[config.mk]
export PLATFORM = sky130hd
export DESIGN_NAME = gcd_coproc
export DESIGN_NICKNAME = d
export VERILOG_FILES = /design/src/rtl/gcd_coproc.sv
export SDC_FILE = /design/constraint.sdc
export NUM_CORES = 1
export LEC_CHECK = 0
export BUFFER_PORTS_ARGS = -buffer_cell sky130_fd_sc_hd__buf_2
export CAP_MARGIN = 15
export CORE_MARGIN = 3
export CORE_UTILIZATION = 55
export CTS_BUF_LIST = sky130_fd_sc_hd__clkbuf_8
export DETAILED_ROUTE_END_ITERATION = 6
export PLACE_DENSITY = 0.8
export SYNTH_ARGS = -nofsm -noshare
export SYNTH_HDL_FRONTEND = slang
export SYNTH_SLANG_ARGS = --single-unit
[constraint.sdc]
create_clock -name CLK -period 6.3 [get_ports CLK]
set_input_delay 1.575 -clock CLK [delete_from_list [all_inputs] [get_ports CLK]]
set_output_delay 1.575 -clock CLK [all_outputs]
set_load 0.005 [all_outputs]
[src/rtl/gcd_coproc.sv]
// gcd_coproc: subtract-based Euclid GCD co-processor for the relprime core.
// Accepts a/b on start, iterates larger-minus-smaller until one operand is
// zero or both are equal, then holds gcd_out/coprime with done high.
// Optional feature macro: GCD_ITER_COUNT_EN builds the saturating
// subtraction counter behind iter_count; without it iter_count is tied to 0.
module gcd_coproc #(
   parameter int WIDTH = 16
) (
   input  logic             CLK,
   input  logic             RST_N,
   input  logic             start,
   input  logic [WIDTH-1:0] a,
   input  logic [WIDTH-1:0] b,
   output logic             busy,
   output logic             done,
   output logic [WIDTH-1:0] gcd_out,
   output logic             coprime,
   output logic [15:0]      iter_count
);

   typedef enum logic [1:0] {
      ST_IDLE = 2'd0,
      ST_RUN  = 2'd1,
      ST_DONE = 2'd2
   } state_t;

   localparam logic [WIDTH-1:0] ZERO = {WIDTH{1'b0}};
   localparam logic [WIDTH-1:0] ONE  = {{(WIDTH-1){1'b0}}, 1'b1};

   state_t           state_r, state_n_s;
   logic [WIDTH-1:0] a_r, a_n_s;
   logic [WIDTH-1:0] b_r, b_n_s;
   logic [WIDTH-1:0] gcd_r, gcd_n_s;
   logic             cop_r, cop_n_s;
   logic             busy_r, busy_n_s;
   logic             done_r, done_n_s;
   logic [WIDTH-1:0] res_s;
   logic             fin_s;

`ifdef GCD_ITER_COUNT_EN
   logic [15:0]      cnt_r, cnt_n_s;
   logic [15:0]      iter_r, iter_n_s;
`endif

   // Next-state, datapath and output-register updates for the GCD FSM.
   always_comb begin
      state_n_s = state_r;
      a_n_s     = a_r;
      b_n_s     = b_r;
      gcd_n_s   = gcd_r;
      cop_n_s   = cop_r;
      busy_n_s  = busy_r;
      done_n_s  = done_r;
      res_s     = ZERO;
      fin_s     = 1'b0;
`ifdef GCD_ITER_COUNT_EN
      cnt_n_s   = cnt_r;
      iter_n_s  = iter_r;
`endif
      case (state_r)
         ST_IDLE, ST_DONE: begin
            if (start) begin
               // Accept: latch operands, drop the previous result.
               state_n_s = ST_RUN;
               a_n_s     = a;
               b_n_s     = b;
               busy_n_s  = 1'b1;
               done_n_s  = 1'b0;
               gcd_n_s   = ZERO;
               cop_n_s   = 1'b0;
`ifdef GCD_ITER_COUNT_EN
               cnt_n_s   = 16'd0;
               iter_n_s  = 16'd0;
`endif
            end else begin
               state_n_s = state_r;
            end
         end
         ST_RUN: begin
            // Termination checks in priority order; otherwise subtract the
            // smaller operand from the larger one (never underflows).
            if ((a_r == ZERO) && (b_r == ZERO)) begin
               fin_s = 1'b1;
               res_s = ZERO;
            end else if (a_r == ZERO) begin
               fin_s = 1'b1;
               res_s = b_r;
            end else if (b_r == ZERO) begin
               fin_s = 1'b1;
               res_s = a_r;
            end else if (a_r == b_r) begin
               fin_s = 1'b1;
               res_s = a_r;
            end else if (a_r > b_r) begin
               a_n_s = a_r - b_r;
`ifdef GCD_ITER_COUNT_EN
               cnt_n_s = (cnt_r == 16'hFFFF) ? cnt_r : (cnt_r + 16'd1);
`endif
            end else begin
               b_n_s = b_r - a_r;
`ifdef GCD_ITER_COUNT_EN
               cnt_n_s = (cnt_r == 16'hFFFF) ? cnt_r : (cnt_r + 16'd1);
`endif
            end

            if (fin_s) begin
               state_n_s = ST_DONE;
               busy_n_s  = 1'b0;
               done_n_s  = 1'b1;
               gcd_n_s   = res_s;
               cop_n_s   = (res_s == ONE);
`ifdef GCD_ITER_COUNT_EN
               iter_n_s  = cnt_r;
`endif
            end else begin
               state_n_s = ST_RUN;
            end
         end
         default: begin
            // Unreachable encoding: recover to a clean idle state.
            state_n_s = ST_IDLE;
            busy_n_s  = 1'b0;
            done_n_s  = 1'b0;
            gcd_n_s   = ZERO;
            cop_n_s   = 1'b0;
         end
      endcase
   end

   // State and datapath registers with synchronous active-low reset.
   always_ff @(posedge CLK) begin
      if (!RST_N) begin
         state_r <= ST_IDLE;
         a_r     <= ZERO;
         b_r     <= ZERO;
         gcd_r   <= ZERO;
         cop_r   <= 1'b0;
         busy_r  <= 1'b0;
         done_r  <= 1'b0;
`ifdef GCD_ITER_COUNT_EN
         cnt_r   <= 16'd0;
         iter_r  <= 16'd0;
`endif
      end else begin
         state_r <= state_n_s;
         a_r     <= a_n_s;
         b_r     <= b_n_s;
         gcd_r   <= gcd_n_s;
         cop_r   <= cop_n_s;
         busy_r  <= busy_n_s;
         done_r  <= done_n_s;
`ifdef GCD_ITER_COUNT_EN
         cnt_r   <= cnt_n_s;
         iter_r  <= iter_n_s;
`endif
      end
   end

   assign busy    = busy_r;
   assign done    = done_r;
   assign gcd_out = gcd_r;
   assign coprime = cop_r;
`ifdef GCD_ITER_COUNT_EN
   assign iter_count = iter_r;
`else
   assign iter_count = 16'd0;
`endif

endmodule

### Word-level counts from Yosys, hierarchy flattened

Cells that the tools add are included.

| cells by class | value |
|---|---|
| $add $sub $neg | 2 |
| multiply operators | 0 |
| div/mod/pow operators | 0 |
| $lt $le $gt $ge | 1 |
| equality and inequality tests | 12 |
| shifts and indexed selects | 0 |
| muxes and demuxes | 38 |
| bitwise gates (word level) | 0 |
| reduce and logical (&&, ||, !) cells | 9 |

Operators by type and width:

| kind | number |
|---|---|
| 16-bit 2-to-1 mux | 19 |
| 16-bit one-hot mux with 2 select lines | 3 |
| 16-bit zero test | 2 |
| 16-bit subtractor | 2 |
| 16-bit by 1-bit == test with 1-bit output (second input constant) | 1 |
| 16-bit == test | 1 |
| 16-bit greater-than comparator | 1 |
| 2-bit != test (second input constant) | 8 |
| 7-bit AND reduction | 2 |
| 1-bit 2-to-1 mux | 10 |
| 1-bit one-hot mux with 2 select lines | 3 |
| 2-bit 2-to-1 mux | 2 |
| 2-bit one-hot mux with 2 select lines | 1 |
| 2-bit by 1-bit == test with 1-bit output (second input constant) | 1 |
| 2-bit == test (second input constant) | 1 |
| 2-bit zero test | 1 |
| 2-bit AND reduction | 1 |
| 2-bit nonzero test | 1 |
| 2-bit OR reduction | 1 |
| 1-bit logical AND | 1 |

| word-level totals | value |
|---|---|
| bits in registers | 53 |
| latch bits | 0 |
| bits in writable memories | 0 |
| bits in read-only memories | 0 |
| input bits | 35 |
| logic and storage cells | 69 |
| memories | 0 |

### Longest topological paths before layout

| logic depth | value |
|---|---|
| word-level depth | 9 |
| gate-level depth with buffers | 12 |

### Worst setup path before layout

Ideal clock, no wire load.

| timing | value |
|---|---|
| path type | register to register |
| start | reg a_r[0] |
| end | reg a_r[1] |
| arrival time | 2.601 ns |
| required time | 6.159 ns |
| path slack | 3.557 ns |
| stages on the path, launching flop included | 12 |
| buffers on the path | 1 |
| cell sequence | dfxtp_1 clkbuf_1 inv_1 ha_1 fa_1 nor2b_1 o31a_1 o21ai_2 o221ai_4 a21oi_2 a2111oi_0 a211oi_2 |

| on the way | value |
|---|---|
| cells in the longest elaborated chain, start to end | 7 |
| elaborated cells on any way between the ends | 16 |

RTL lines:

| element | line | RTL |
|---|---|---|
| start: declaration | 31 | `logic [WIDTH-1:0] a_r, a_n_s;` |
| start signal: assignment | 146 | `a_r <= a_n_s;` |
| 16-bit subtractor | 95 | `a_n_s = a_r - b_r;` |
| 16-bit 2-to-1 mux | 94 | `end else if (a_r > b_r) begin` |
| 16-bit 2-to-1 mux | 91 | `end else if (a_r == b_r) begin` |
| 16-bit 2-to-1 mux | 88 | `end else if (b_r == ZERO) begin` |
| 16-bit 2-to-1 mux | 85 | `end else if (a_r == ZERO) begin` |
| 16-bit 2-to-1 mux | 82 | `if ((a_r == ZERO) && (b_r == ZERO)) begin` |
| 16-bit one-hot mux with 2 select lines | 60 | `case (state_r)` |

Several ways; a longest one is shown, not always the timed one. The select of a mux whose other input is x is not followed.
A chain may end at the register's enable or synchronous reset.

### Final worst setup path

| timing | value |
|---|---|
| start | reg a_r[13] |
| end | reg a_r[15] |

The elaborated chain is that of the path after synthesis.

==> results.py <==
metrics = {
    "synth": {
        "yosysWarnings": 0,
        "syn_area_per_cell_um2": 7.424,
        "syn_inst": 618,
        "synth_xor_area_share_pct": 2.291,
        "yosys.area_share.adder_pct": 9.326,
        "synth_compound_area_share_pct": 31.06,
        "synth_area_leaders": "dfxtp_1, ha_1, a21oi_1",
        "synth_edf_count": 0,
        "synthArstFlopShare_pct": 0,
        "synth_top_family_by_area": "compound AO/OA/AOI/OAI gates",
        "synth_top_area_share_pct": 23.13,
        "syn_area_mm2": 0.004588,
        "synthMuxAreaShare_pct": 1.309,
        "synth_seq_cells": 53,
        "synth.distinct_cells": 72,
        "yosys.area.top_type": "dfxtp_1",
        "yosys.area_share.simple_pct": 21.82,
        "seq_area_frac_synth_pct": 23.13,
        "ys.flop_type": "dfxtp_1",
    },
    "placement": {
        "pre_cts_ws_ns": 2.648,
        "io_buffers": 53,
        "gp_congestion": 1.017,
        "place_area_mm2": 0.004745,
        "hpwl_um": 10230,
        "dp_cells": 733,
    },
    "drt": {
        "wl_per_cell_um": 18.57,
        "dr.pass1.iters": 6,
        "vias": 4701,
        "routed_wl_um": 13760,
        "avgViaCountPerCell": 6.344,
        "drtIter0Drc": 452,
        "final_antenna_net_count": 0,
        "drc": 0,
    },
    "grt": {
        "grtUsageTotal_pct": 28.21,
        "grt-ovfl-total": 0,
        "grt_pass1_wl_um": 22200,
        "antenna_found_initial": 0,
        "grt_max_degree": 61,
        "grt_pass1_vias": 4284,
    },
    "cts": {
        "clk-insertion-delay-late_ns": 0.31,
        "cts_tree": "done",
        "post_cts_buffers": 0,
        "cts_buffer_depth": 2,
        "cts_resized": 0,
        "cts.clk_slew.worst_paths_ns": 0.11,
        "htreeDepth": 2,
        "cts-root-buf": "clkbuf_8",
        "cts_sinks": 53,
        "cts_hold_buf": 0,
        "cts_buffers": 5,
    },
    "finish": {
        "seqCellArea_mm2": 0.001061,
        "layout-drive-gt1-share_pct": 13.46,
        "diodes": 0,
        "nets": 706,
        "num-fill-cells": 750,
        "syn_to_final_growth_pct": 5.863,
        "final_cells": 741,
        "multi_input_area_mm2": 0.003084,
        "final_area_mm2": 0.004857,
    },
    "power": {
        "clock_power_share_pct": 10.6,
        "sw_frac_of_total_pct": 52.97,
        "pwr-share-comb_pct": 67.5,
        "power.density_mw_per_mm2": 468.6,
        "switchingPower_mw": 1.206,
        "ir_worst_vdd_uv": 263.9,
        "finalPower_mw": 2.276,
        "power.leakage_nw": 2.003,
        "p_seq_share_pct": 21.9,
        "cellInternalPower_mw": 1.070,
    },
    "job": {
        "max-cap-violations": 0,
    },
    "timing": {
        "timing.final.ws_setup_ns": 2.533,
        "tns_ns": 0,
        "skew_ns": 0.01336,
        "period_share_pct": 59.79,
        "drv_slew": 0,
        "relSlewSlack_pct": 48.53,
        "final-setup-viol-count": 0,
        "rsz0062_at_grt": "false",
        "fmax_mhz": 265.5,
        "min_period_ns": 3.767,
        "worstMarginPinSlew_ns": 0.7702,
        "hold_viol_final": 0,
    },
    "status": {
        "status": "completed",
    },
    "critical_path": {
        "endpoint_kind": "flip-flop",
        "rr_startpoint": "a_r[13]",
        "ff2ff_path_depth": 8,
        "cp-start-kind": "flip-flop",
        "cp.arrival_ns": 3.97,
        "worst-setup-path-type": "flip-flop to flip-flop",
        "reg2reg_slack_ns": 2.53,
        "timing.rr.end": "a_r[15]",
        "cp_max_fo": 21,
        "required_ns": 6.50,
    },
    "min_path": {
        "hold_depth": 2,
        "min_to": "gcd_out[5]",
        "hp-start": "gcd_out[5]",
        "worstHoldPathType": "flip-flop to flip-flop",
    },
    "floorplanning": {
        "coreArea_mm2": 0.007928,
        "io_pins": 70,
        "chipWidth_um": 97.34,
        "initial_core_util_pct": 57.88,
        "dieArea_mm2": 0.009474,
        "rows": 32,
        "fp.dieH_um": 97.34,
    },
}
## worst max-delay path: stages, from the launching register on
cell     delay, ns
dfxtp_1       0.47
inv_1         0.08
ha_1          0.49
nand4_1       0.24
or4_4         0.17
nand2_1       0.44
o31ai_1       0.76
nand2_1       0.53
o311a_1       0.48
## logic make-up (layout without fill, tap and decap cells)
group,after synthesis,after routing
compound gates,205,205
simple gates,202,202
buf+inv,106,112
flops,53,53
fa+ha+maj,33,33
xor+xnor,12,12
mux,6,6
other cells,1,16
## routing by layer
layer / share of wire, % / global-route usage, % / vias up
li1: - / - / 2232
met1: 42 / 41.07 / 2135
met2: 44 / 42.99 / 296
met3: 11 / 4.379 / 38
met4: 2.4 / 8.200 / 0
met5: 0 / 0 / -
## layout by cell type (no fill, tap or decap), drive strengths merged, types with 5 or more instances in the layout
master   netlist  routed
nand3         12      12
nor2          45      45
o31ai          5       5
nor3          14      14
clkbuf        21       5
xnor2          5       5
buf           38      57
conb           1      16
a21o           7       7
a22o          15      15
o21ai         33      33
nand2b         9       9
nor2b          6       6
a31oi         14      14
inv           47      48
o221ai         5       5
ha            31      31
mux2i          6       6
xor2           7       7
a2bb2oi        5       5
a211oi        22      22
dfxtp         53      53
nand4         11      11
a2111oi        5       5
nor4          10      10
o211ai         5       5
or3            6       6
nand2         74      74
a21oi         61      61
## area by class of cell
type	instances	area share [%]
well taps	102	2.628
flip-flops and latches	53	21.84
inverters	47	3.632
repair buffers	57	6.079
multi-input cells	474	63.50
clock buffers	5	1.417
clock inverters	3	0.9016
## cells in the mapped netlist (all sizes together) (5+ instances only)
cell type and count:
a2bb2oi 5, a31oi 14, ha 31, nor3 14
xor2 7, o211ai 5, a22o 15, a21oi 61
buf 38, nor2 45, nand3 12, clkbuf 21
a2111oi 5, o221ai 5, nor4 10, or3 6
a21o 7, xnor2 5, nand4 11, a211oi 22
dfxtp 53, inv 47, o21ai 33, nand2 74
mux2i 6, o31ai 5, nor2b 6, nand2b 9
## sequential cells by signal, indices dropped and copies added (netlist names)
register  cells
b_r          16
coprime       1
a_r          16
busy          1
state_r       2
gcd_out      16
done          1
## worst max-delay path by stage
stage / startpoint / to / slack, ns / depth (start not counted)
2_1_floorplan: a_r[0] / a_r[1] / 3.56 / 11
3_3_place_gp: a_r[13] / a_r[15] / 2.73 / 8
3_5_place_dp: a_r[13] / a_r[15] / 2.65 / 8
4_1_cts: a_r[13] / a_r[15] / 2.62 / 8
5_1_grt: a_r[13] / a_r[15] / 2.35 / 8
6_report: a_r[13] / a_r[15] / 2.53 / 8
## stage by stage
stage,hold slack (ns),util (%)
floorplan,0.4527,-
global placement,0.4398,59.85
detailed placement,0.4465,59.85
CTS,0.4615,61.27
global route,0.4874,61.27
finish,0.4608,61.27
## power groups by stage
stage	registers, mW	clock network [mW]	logic (mW)
6_report	0.498	0.241	1.54
5_1_grt	0.507	0.254	1.68
4_1_cts	0.494	0.242	1.49
3_5_place_dp	0.501	0	1.48
3_3_place_gp	0.496	0	1.47
2_1_floorplan	0.469	0	1.19
Power figures use the tool's default switching activity.
